**src/rtl/bp_pkg.sv**
```systemverilog
// Shared definitions for the fetch-stage branch predictor: prediction modes
// and direction-counter encodings.
package bp_pkg;

    localparam int unsigned BP_BIMODAL = 0;
    localparam int unsigned BP_GSHARE  = 1;

    // Weakly taken: MSB set, all lower bits clear.
    function automatic logic [31:0] ctr_weak_taken(input int unsigned w);
        return 32'd1 << (w - 1);
    endfunction

    // Weakly not-taken: MSB clear, all lower bits set.
    function automatic logic [31:0] ctr_weak_not_taken(input int unsigned w);
        return (32'd1 << (w - 1)) - 32'd1;
    endfunction

endpackage

```
**src/rtl/bp_sat_ctr.sv**
```systemverilog
// Next-value function for an n-bit saturating up/down counter.
module bp_sat_ctr #(
    parameter int unsigned W = 2
) (
    input  logic [W-1:0] ctr_i,
    input  logic         up_i,
    output logic [W-1:0] ctr_o
);

    // NOTE: assigning a default first keeps this combinational block latch-free.
    always_comb begin
        ctr_o = ctr_i;
        if (up_i && (ctr_i != '1)) begin
            ctr_o = ctr_i + W'(1);
        end else if (!up_i && (ctr_i != '0)) begin
            ctr_o = ctr_i - W'(1);
        end
    end

endmodule

```
**src/rtl/branch_target_predictor.sv**
```systemverilog
// Direct-mapped BTB with per-entry direction counters, bimodal or gshare
// indexing, and a saturating count of committed mispredicts.
module branch_target_predictor
    import bp_pkg::*;
#(
    parameter int unsigned XLEN      = 32,
    parameter int unsigned ENTRIES   = 16,
    parameter int unsigned CTR_W     = 2,
    parameter int unsigned PRED_MODE = 0,
    parameter int unsigned GHR_W     = 4,
    parameter int unsigned CNT_W     = 16,
    localparam int unsigned IDX_W    = $clog2(ENTRIES)
) (
    input  logic             CLK,
    input  logic             RST,
    input  logic             stall_i,
    input  logic [XLEN-1:0]  if_pc_i,
    output logic             pred_hit_o,
    output logic             pred_taken_o,
    output logic [XLEN-1:0]  pred_target_o,
    output logic [IDX_W-1:0] pred_idx_o,
    input  logic             upd_valid_i,
    input  logic [XLEN-1:0]  upd_pc_i,
    input  logic [IDX_W-1:0] upd_idx_i,
    input  logic             upd_taken_i,
    input  logic [XLEN-1:0]  upd_target_i,
    input  logic             upd_pred_taken_i,
    input  logic [XLEN-1:0]  upd_pred_target_i,
    output logic             mispredict_o,
    output logic [CNT_W-1:0] mispred_cnt_o
);

    localparam int unsigned TAG_W = XLEN - IDX_W - 2;
    localparam logic [CTR_W-1:0] CTR_WT  = CTR_W'(ctr_weak_taken(CTR_W));
    localparam logic [CTR_W-1:0] CTR_WNT = CTR_W'(ctr_weak_not_taken(CTR_W));

    typedef struct packed {
        logic             valid;
        logic [TAG_W-1:0] tag;
        logic [XLEN-1:0]  target;
        logic [CTR_W-1:0] ctr;
    } entry_t;

    logic [ENTRIES-1:0] valid_q;
    logic [CTR_W-1:0]   ctr_q    [ENTRIES];
    logic [TAG_W-1:0]   tag_q    [ENTRIES];
    logic [XLEN-1:0]    target_q [ENTRIES];
    logic [GHR_W-1:0]   ghr_q, ghr_d;
    logic [CNT_W-1:0]   cnt_q, cnt_d;

    // ---------------- lookup ----------------
    logic [IDX_W-1:0] lk_idx;
    entry_t           lk_entry;

    always_comb begin
        lk_idx   = if_pc_i[IDX_W+1:2] ^ IDX_W'(ghr_q);
        lk_entry = '{valid_q[lk_idx], tag_q[lk_idx], target_q[lk_idx], ctr_q[lk_idx]};
    end

    assign pred_idx_o    = lk_idx;
    assign pred_hit_o    = lk_entry.valid && (lk_entry.tag == if_pc_i[XLEN-1:IDX_W+2]);
    assign pred_taken_o  = pred_hit_o && lk_entry.ctr[CTR_W-1];
    assign pred_target_o = pred_taken_o ? lk_entry.target : if_pc_i + XLEN'(4);

    // ---------------- update ----------------
    entry_t           up_entry;
    logic             up_hit;
    logic             commit;
    logic [CTR_W-1:0] ctr_next;
    logic             unused_upd_pc_lo;

    assign up_entry = '{valid_q[upd_idx_i], tag_q[upd_idx_i], target_q[upd_idx_i], ctr_q[upd_idx_i]};
    assign up_hit   = up_entry.valid && (up_entry.tag == upd_pc_i[XLEN-1:IDX_W+2]);
    assign commit   = upd_valid_i && !stall_i;
    // The update index travels down the pipe with the instruction, so only the tag bits of upd_pc_i matter.
    assign unused_upd_pc_lo = ^upd_pc_i[IDX_W+1:0];

    assign mispredict_o = upd_valid_i &&
                          ((upd_taken_i != upd_pred_taken_i) ||
                           (upd_taken_i && (upd_target_i != upd_pred_target_i)));

    bp_sat_ctr #(.W(CTR_W)) u_sat_ctr (
        .ctr_i (up_entry.ctr),
        .up_i  (upd_taken_i),
        .ctr_o (ctr_next)
    );

    // NOTE: tag and target storage carry no reset; valid bits alone gate their use,
    // which keeps these arrays mappable to plain RAM.
    always_ff @(posedge CLK) begin
        if (commit && upd_taken_i) begin
            tag_q[upd_idx_i]    <= upd_pc_i[XLEN-1:IDX_W+2];
            target_q[upd_idx_i] <= upd_target_i;
        end
    end

    // NOTE: sequential state is written with non-blocking assignments only, so
    // every reader in the same edge sees the pre-update value.
    always_ff @(posedge CLK or posedge RST) begin
        if (RST) begin
            valid_q <= '0;
            for (int i = 0; i < ENTRIES; i++) begin
                ctr_q[i] <= CTR_WNT;
            end
        end else if (commit) begin
            if (up_hit) begin
                ctr_q[upd_idx_i] <= ctr_next;
            end else if (upd_taken_i) begin
                valid_q[upd_idx_i] <= 1'b1;
                ctr_q[upd_idx_i]   <= CTR_WT;
            end
        end
    end

    always_comb begin
        ghr_d = ghr_q;
        cnt_d = cnt_q;
        if (commit) begin
            if (PRED_MODE == BP_GSHARE) begin
                ghr_d = GHR_W'({ghr_q, upd_taken_i});
            end
            if (mispredict_o && (cnt_q != '1)) begin
                cnt_d = cnt_q + CNT_W'(1);
            end
        end
    end

    always_ff @(posedge CLK or posedge RST) begin
        if (RST) begin
            ghr_q <= '0;
            cnt_q <= '0;
        end else begin
            ghr_q <= ghr_d;
            cnt_q <= cnt_d;
        end
    end

    assign mispred_cnt_o = cnt_q;

endmodule

```
**config.mk**
```make
export PLATFORM = sky130hd
export DESIGN_NAME = branch_target_predictor
export DESIGN_NICKNAME = d
export VERILOG_FILES = /design/src/rtl/bp_pkg.sv /design/src/rtl/bp_sat_ctr.sv /design/src/rtl/branch_target_predictor.sv
export SDC_FILE = /design/constraint.sdc
export NUM_CORES = 1
export LEC_CHECK = 0
export CAP_MARGIN = 40
export CORE_MARGIN = 2
export CORE_UTILIZATION = 40
export DETAILED_ROUTE_END_ITERATION = 8
export DONT_BUFFER_PORTS = 1
export PLACE_DENSITY = 0.63
export SYNTH_ARGS = -nofsm -noshare
export SYNTH_HDL_FRONTEND = slang
export SYNTH_SLANG_ARGS = --single-unit
export TNS_END_PERCENT = 30
```
**constraint.sdc**
```tcl
create_clock -name CLK -period 4.55 [get_ports CLK]
set_input_delay 0 -clock CLK [delete_from_list [all_inputs] [get_ports CLK]]
set_output_delay 0 -clock CLK [all_outputs]
set_load 0.01 [all_outputs]
```
==> summary.txt, run 1 <==
Outcome
  • Status: finished, violations left
  • Violated checks: slew limit

Global route
  • GRT Overall Usage: 23.40%
  • Largest net degree at the start of global routing: 229
  • Vias in the first global route: 25.02k
  • Met3 usage: ~6.6%
  • Grt peak-use layer: met2
  • First-pass GRT wire length: between 150 and 200 mm
  • M1 GR Usage: 31.92%
  • Gr ovfl total: 0
  • Global routing usage on met2: 37.33%
  • Initial antenna violation count: 9

Synthesis
  • Area leader, netlist: edfxtp_1
  • Cells after Synth: ~2.3k
  • #FFs+latches synth: 992
  • Avg Cell Area, Syn: 19.33 sq um
  • Area fraction of the dominant cell type after synthesis: 62.60%
  • Count leader, synth: edfxtp_1
  • Most instantiated cells after synthesis: 928 x edfxtp_1, 363 x mux4_2, 134 x mux2i_1, 77 x xnor2_1
  • Synth top area cells: edfxtp_1 63%, mux4_2 18%, mux2i_1 3.0%, dfrtp_1 2.7%, xnor2_1 1.5%
  • Syn Nets: 2,445
  • Seq/Total Area, Yosys: 66.24%
  • Post-Syn Area: 0.04452 sq mm
  • Warnings, synthesis: 0
  • Number of enable flip-flop cells after synthesis: slightly above 900
  • Synth unique cells: 74
  • Synth Flop Type: edfxtp_1
  • Async S/R FF share, synth: 6.452%

Min path
  • WHS Path Cells: 0
  • Hold Path Sink: pred_idx_o[3]
  • HP Class: in2out
  • HP Start: if_pc_i[5]

STA
  • Worst hold slack: 0.00002987 ns
  • Final Max Tran Viols: 5
  • Final setup viols: 0
  • Final Skew: between 0.03 and 0.04 ns
  • Worst rel slew slack: -0.1256%
  • Final cycle utilization of the critical path: 95.02%
  • Fin crit period: 4.324 ns
  • Final WS setup: approximately 0.23 ns
  • Fmax: between 0.2 and 0.25 GHz
  • Final hold vios: 0
  • RSZ-0062 raised after global routing: false
  • Final TNS setup: 0 ns
  • Worst-Margin Slew: 1.502 ns

Floorplan
  • Horiz. Die Dim: 337.6 um
  • DIE AREA: 0.1140 sq mm
  • Ports: 193
  • Rows: around 120
  • Starting Density: between 40% and 50%
  • Vert. Die Dim: 337.6 um
  • Core Area: 0.1105 sq mm

Worst setup path
  • CP delay by family, top: multiplexers
  • Reg-to-Reg End: ctr_q[14]
  • R2R depth: 10
  • Required time of the critical path: ~4.6 ns
  • Slowest cell on crit path: mux4_2
  • R2r setup slk: 0.60 ns
  • CP bufs+invs: 1
  • FF-to-FF Start: tag_q[15][8]
  • CP Class: in2out
  • CP Launch Point: if_pc_i[2]
  • Crit-path cells: mux4_2 -> mux2i_1 -> xnor2_1 -> a2111oi_0 -> a31oi_1 -> nor4_2 -> nand4b_4 -> buf_4 -> mux2_4
  • Arrival time worst endpoint: approximately 4.3 ns
  • Crit-path max FO: 220
  • Setup crit end kind: output port
  • CP Launch Type: input pin
  • CP peak stage delay: 0.97 ns

CTS
  • Hold_buf cts: 75
  • Longest Clk Path Bufs: 3
  • CTS tree: done
  • CTS Buf Count: 105
  • Clk sinks: roughly 990
  • Clock latency on the worst-skew pair: 0.70 ns
  • CTS H-tree lvls: 3
  • Clock root buffer: clkbuf_16
  • Buffer count from post-CTS setup fixing: 0
  • PostCTS Resize Cnt: 0

Job
  • Max cap viols: 0

Route
  • Drt pass-1 iters: 5
  • Final ANT Viol Nets: 0
  • Vias per cell: 6.150
  • Vias: 24.43k
  • DRC viols: 0
  • Total Wirelength: 132.4 mm
  • Detailed router's first-iteration violation count: 2,889
  • Routed wire per std cell: around 33 um

Final layout
  • Share of layout cells above drive strength 1: between 20% and 30%
  • P&R area growth vs syn: 13.36%
  • Final Net Count: 2,537
  • Post-Layout Cell Count: between 3k and 4k
  • Layout fillers: ~9.4k
  • Storage element area: 0.02949 sq mm
  • Multi-input logic area: around 0.014 sq mm

Power and ir drop
  • PD cells: about 390 mW/mm^2
  • Pwr Total: 19.84 mW
  • Static Leak: 16.38 nW
  • Peak supply drop: roughly 0.28 mV

Placed design
  • Placer Congestion: 0.8772
  • Pre-CTS WS: 0.9050 ns
  • Detailed placer's ending HPWL: about 76 mm
  • Count of input and output buffers: 0
  • Dpl cells: 3,701
[final cells by class]
cell class	count	area share (%)
flip-flops and latches	992	58.43
diodes	3	0.01488
clock inverters	57	1.034
repair buffers	130	2.881
inverters	39	0.3074
multi-input cells	1127	28.14
well taps	1488	3.689
clock buffers	136	5.497
[how the worst max path moves through the flow]
stage,depth (start not counted),slack [ns],endpoint
floorplan,9,0.35,valid_q[7]
global placement,10,0.92,ctr_q[20]
detailed placement,10,0.91,ctr_q[7]
CTS,10,0.28,pred_target_o[25]
global route,10,0.12,pred_target_o[22]
finish,9,0.23,pred_target_o[16]
[kinds of logic after synthesis]
kind of cell,Yosys count,synth area share [%]
flops,992,66.24
mux,539,22.78
simple gates,255,2.954
buf+inv,184,2.102
compound gates,179,2.858
xor+xnor,150,2.951
fa+ha+maj,4,0.1124
[cell usage in the layout (no fill, tap or decap), types with 40 or more instances in the layout]
master         Yosys  routed
mux2i_1          134     134
clkbuf_16          0     105
edfxtp_1         928     928
mux4_2           363     363
dlygate4sd3_1      0      75
dfrtp_1           48      48
xnor2_1           77      77
xor2_1            73      73
nand2_1           73      72
a21oi_1           40      40
[stage by stage]
step	cell area (sq um)	util, %
after global routing	50460	45.66
after floorplan	44520	-
after global placement	46290	41.89
after detailed placement	46410	42.00
final	50470	45.66
after CTS	50460	45.66
[where the power goes]
group | internal [mW] | leakage [nW] | switching [mW]
clock | 4.61 | 1.60 | 3.62
combinational | 0.699 | 5.68 | 0.693
sequential | 10.1 | 9.10 | 0.0936
total | 15.4 | 16.4 | 4.41
[registers in the layout (all words and copies together) (netlist names)]
| signal | flops |
|---|---|
| mispred_cnt_o | 16 |
| tag_q | 416 |
| target_q | 512 |
| ctr_q | 32 |
| valid_q | 16 |
[worst register-to-register path: cells and delay by family, from the launching register on]
family          cells  cell delay [ns]
simple gates        3             1.29
mux                 2             0.81
compound gates      3             0.64
buf+inv             1             0.56
flops               1             0.38
xor+xnor            1             0.20
[routing by layer]
metal / vias to the layer above / wire, um / share of wire, %
met5: - / 13 / 0.0098
met4: 2 / 3149 / 2.4
met3: 204 / 14360 / 11
met2: 1335 / 63110 / 48
met1: 13170 / 51750 / 39
li1: 9722 / - / -
(Power assumes the default switching activity.)
==> run 2: changes to the inputs <==
SLEW_MARGIN = 20   (was default)
SYNTH_HIERARCHICAL = 1   (was default)
==> run 2 against run 1 <==
Compared with the run above: the flow now finishes without violations; utilization about the same; first-iteration DRC count is 8.3% lower; fmax increased by 1.8%.
==> summary.txt, run 2 <==
Floorplan
  • Starting Density: 40.20% (was 40.28%)
  • Vert. Die Dim: 336.8 um (was 337.6 um)
  • DIE AREA: 0.1134 sq mm (was 0.1140 sq mm)
  • Core Area: 0.1102 sq mm (was 0.1105 sq mm)
  • Ports: 193 (unchanged)
  • Rows: 122 (unchanged)
  • Horiz. Die Dim: 336.8 um (was 337.6 um)

Outcome
  • Status: complete, no violations (was finished, violations left)

CTS
  • Buffer count from post-CTS setup fixing: 0 (unchanged)
  • CTS H-tree lvls: 3 (unchanged)
  • Longest Clk Path Bufs: 3 (unchanged)
  • Clock transition at path regs: around 0.060 ns
  • CTS tree: done (unchanged)
  • CTS Buf Count: 101 (was 105)
  • PostCTS Resize Cnt: 0 (unchanged)
  • Clock root buffer: clkbuf_16 (unchanged)
  • Hold_buf cts: 70 (was 75)
  • Clk sinks: 992 (unchanged)
  • Clock latency on the worst-skew pair: 0.70 ns (about the same)

Synthesis
  • Area fraction of the dominant cell type after synthesis: 62.90% (was 62.60%)
  • Area leader, netlist: edfxtp_1 (unchanged)
  • #FFs+latches synth: 992 (unchanged)
  • Avg Cell Area, Syn: 19.28 sq um (was 19.33 sq um)
  • Most instantiated cells after synthesis: 928 x edfxtp_1, 365 x mux4_2, 132 x mux2i_1, 70 x xor2_1, 68 x nor2_1 (was 928 x edfxtp_1, 363 x mux4_2, 134 x mux2i_1, 77 x xnor2_1)
  • Cells after Synth: 2,298 (was 2,303)
  • Async S/R FF share, synth: 6.452% (unchanged)
  • Post-Syn Area: 0.04430 sq mm (was 0.04452 sq mm)
  • Synth top area cells: edfxtp_1 63%, mux4_2 19%, mux2i_1 3.0%, dfrtp_1 2.7%, xor2_1 1.4% (was edfxtp_1 63%, mux4_2 18%, mux2i_1 3.0%, dfrtp_1 2.7%, xnor2_1 1.5%)
  • Synth unique cells: 71 (was 74)
  • Warnings, synthesis: 6 (was 0)
  • Seq/Total Area, Yosys: 66.56% (was 66.24%)
  • Count leader, synth: edfxtp_1 (unchanged)
  • Syn Nets: 2,440 (was 2,445)
  • Synth Flop Type: edfxtp_1 (unchanged)
  • Number of enable flip-flop cells after synthesis: 928 (unchanged)

Min path
  • Hold Path Sink: pred_idx_o[2] (was pred_idx_o[3])
  • HP Start: if_pc_i[4] (was if_pc_i[5])
  • WHS Path Cells: 0 (unchanged)
  • HP Class: in2out (unchanged)

Final layout
  • Storage element area: 0.02949 sq mm (unchanged)
  • Layout fillers: 9,301 (was 9,374)
  • Largest register FFs: 512 (unchanged)
  • Final Net Count: 2,533 (was 2,537)
  • Most frequent cells in the layout: 928 x edfxtp_1, 365 x mux4_2, 132 x mux2i_1 (was 928 x edfxtp_1, 363 x mux4_2, 134 x mux2i_1)
  • Commonest non-fill, non-tap cell in the layout: edfxtp_1 (unchanged)
  • P&R area growth vs syn: 13.51% (was 13.36%)
  • Reg with most FFs: target_q (unchanged)
  • Largest regs: target_q: 512 flops, tag_q: 416 flops, ctr_q: 32 flops (unchanged)
  • Multi-input logic area: 0.01409 sq mm (was 0.01420 sq mm)
  • Share of layout cells above drive strength 1: 25.43% (was 26.00%)

Worst setup path
  • Setup crit end kind: output port (unchanged)
  • R2R depth: 9 (was 10)
  • Arrival time worst endpoint: 4.25 ns (was 4.32 ns)
  • Required time of the critical path: 4.55 ns (about the same)
  • Crit-path max FO: 32 (was 220)
  • Reg-to-Reg End: ctr_q[10] (was ctr_q[14])
  • R2r setup slk: 0.62 ns (was 0.60 ns)
  • CP Class: reg2out (was in2out)
  • CP Launch Type: flip-flop (was input pin)
  • FF-to-FF Start: tag_q[1][3] (was tag_q[15][8])

Placed design
  • Detailed placer's ending HPWL: 70.59 mm (was 76.35 mm)
  • Placer Congestion: 0.8678 (was 0.8772)
  • Pre-CTS WS: 0.7129 ns (was 0.9050 ns)
  • Count of input and output buffers: 0 (unchanged)

Route
  • DRC viols: 0 (unchanged)
  • Vias: 24.10k (was 24.43k)
  • Final ANT Viol Nets: 0 (unchanged)
  • Detailed router's first-iteration violation count: 2,648 (was 2,889)
  • Uppermost layer routed: met5 (unchanged)
  • Vias per cell: 6.080 (was 6.150)
  • Drt pass-1 iters: 6 (was 5)
  • Routed wire per std cell: 31.95 um (was 33.33 um)
  • Wire length on met2: 60.78 mm (was 63.11 mm)
  • Total Wirelength: 126.6 mm (was 132.4 mm)
  • Wl on met1: 50.34 mm (was 51.75 mm)
  • Met3 WL post-DR: 11.48 mm (was 14.36 mm)

STA
  • Final Max Tran Viols: 0 (was 5)
  • RSZ-0062 raised after global routing: false (unchanged)
  • Worst-Margin Slew: 1.113 ns (was 1.502 ns)
  • Fin crit period: 4.247 ns (was 4.324 ns)
  • Final setup viols: 0 (unchanged)
  • Final Skew: 0.04717 ns (was 0.03464 ns)
  • Final TNS setup: 0 ns (unchanged)
  • Worst rel slew slack: 25.80% (was -0.1256%)
  • Fmax: 0.2354 GHz (was 0.2313 GHz)
  • Final WS setup: 0.3028 ns (was 0.2264 ns)
  • Final hold vios: 0 (unchanged)
  • Final cycle utilization of the critical path: 93.35% (was 95.02%)

Global route
  • GRT Overall Usage: 22.37% (was 23.40%)
  • Largest net degree at the start of global routing: 246 (was 229)
  • Gr ovfl total: 0 (unchanged)
  • Vias in the first global route: 24.86k (was 25.02k)
  • Initial antenna violation count: 6 (was 9)
  • First-pass GRT wire length: 181.0 mm (was 188.3 mm)

Job
  • Max cap viols: 0 (unchanged)

Power and ir drop
  • Static Leak: 16.19 nW (was 16.38 nW)
  • PD cells: 388.6 mW/mm^2 (was 393.2 mW/mm^2)
  • Peak supply drop: 0.4560 mV (was 0.2795 mV)
-- run 2: critical path: stages (launching register included) --
cell	delay, ns
edfxtp_1	0.39
mux4_2	0.47
nor2b_1	0.14
a211oi_1	0.22
a21oi_1	0.12
xnor2_1	0.41
or3b_2	0.52
nor4_4	0.21
buf_4	0.57
mux2_1	0.50
-- run 2: cells by family (layout without fill, tap and decap cells) --
logic type | after synthesis | count (layout) | share of synthesized area [%]
flip-flops | 992 | 992 | 66.56
XOR/XNOR | 122 | 122 | 2.412
adder cells (fa/ha/maj) | 4 | 4 | 0.1130
AO/OA/AOI/OAI | 156 | 156 | 2.847
other | 0 | 2 | 0
AND/OR/NAND/NOR | 291 | 291 | 3.428
buffers and inverters | 189 | 364 | 1.909
multiplexers | 544 | 544 | 22.73
-- run 2: report_power, final --
group | internal (mW) | switching [mW] | leakage (nW)
clock | 4.73 | 3.53 | 1.60
combinational | 0.580 | 0.587 | 5.49
sequential | 10.1 | 0.0600 | 9.10
-- run 2: how the worst max path moves through the flow --
stage	start	to	slack, ns	cells after the start
after CTS	tag_q[5][21]	pred_target_o[8]	0.26	9
after global placement	tag_q[10][3]	ctr_q[8]	0.83	9
after detailed placement	tag_q[3][3]	ctr_q[30]	0.71	9
after global routing	tag_q[5][21]	pred_target_o[8]	0.18	9
final	tag_q[5][21]	pred_target_o[8]	0.30	9
after floorplan	upd_idx_i[3]	tag_q[13][0]	0.22	6
-- run 2: area by class of cell --
class / count / share of cell area (%)
inverters: 55 / 0.4205
diodes: 2 / 0.009952
clock buffers: 123 / 5.274
well taps: 1488 / 3.702
repair buffers: 124 / 2.697
flip-flops and latches: 992 / 58.64
multi-input cells: 1117 / 28.01
clock inverters: 62 / 1.251
-- run 2: metrics by stage --
step	cell area, sq um	util [%]	power (mW)	hold WS (ns)	cells
floorplan	44310	-	11.20	0.09177	2298
global placement	46150	41.87	11.28	0.001907	3697
detailed placement	46270	41.98	11.30	0.001901	3704
CTS	50250	45.59	19.69	0.001903	3959
global route	50290	45.63	20.09	0.001006	3961
finish	50290	45.63	19.54	0.0001083	3963
-- run 2: per-layer routing --
metal | up-vias | global-route usage [%]
met5 | - | 0
met3 | 204 | 5.096
met2 | 1155 | 36.17
li1 | 9778 | -
met1 | 12960 | 29.97
met4 | 4 | 7.542
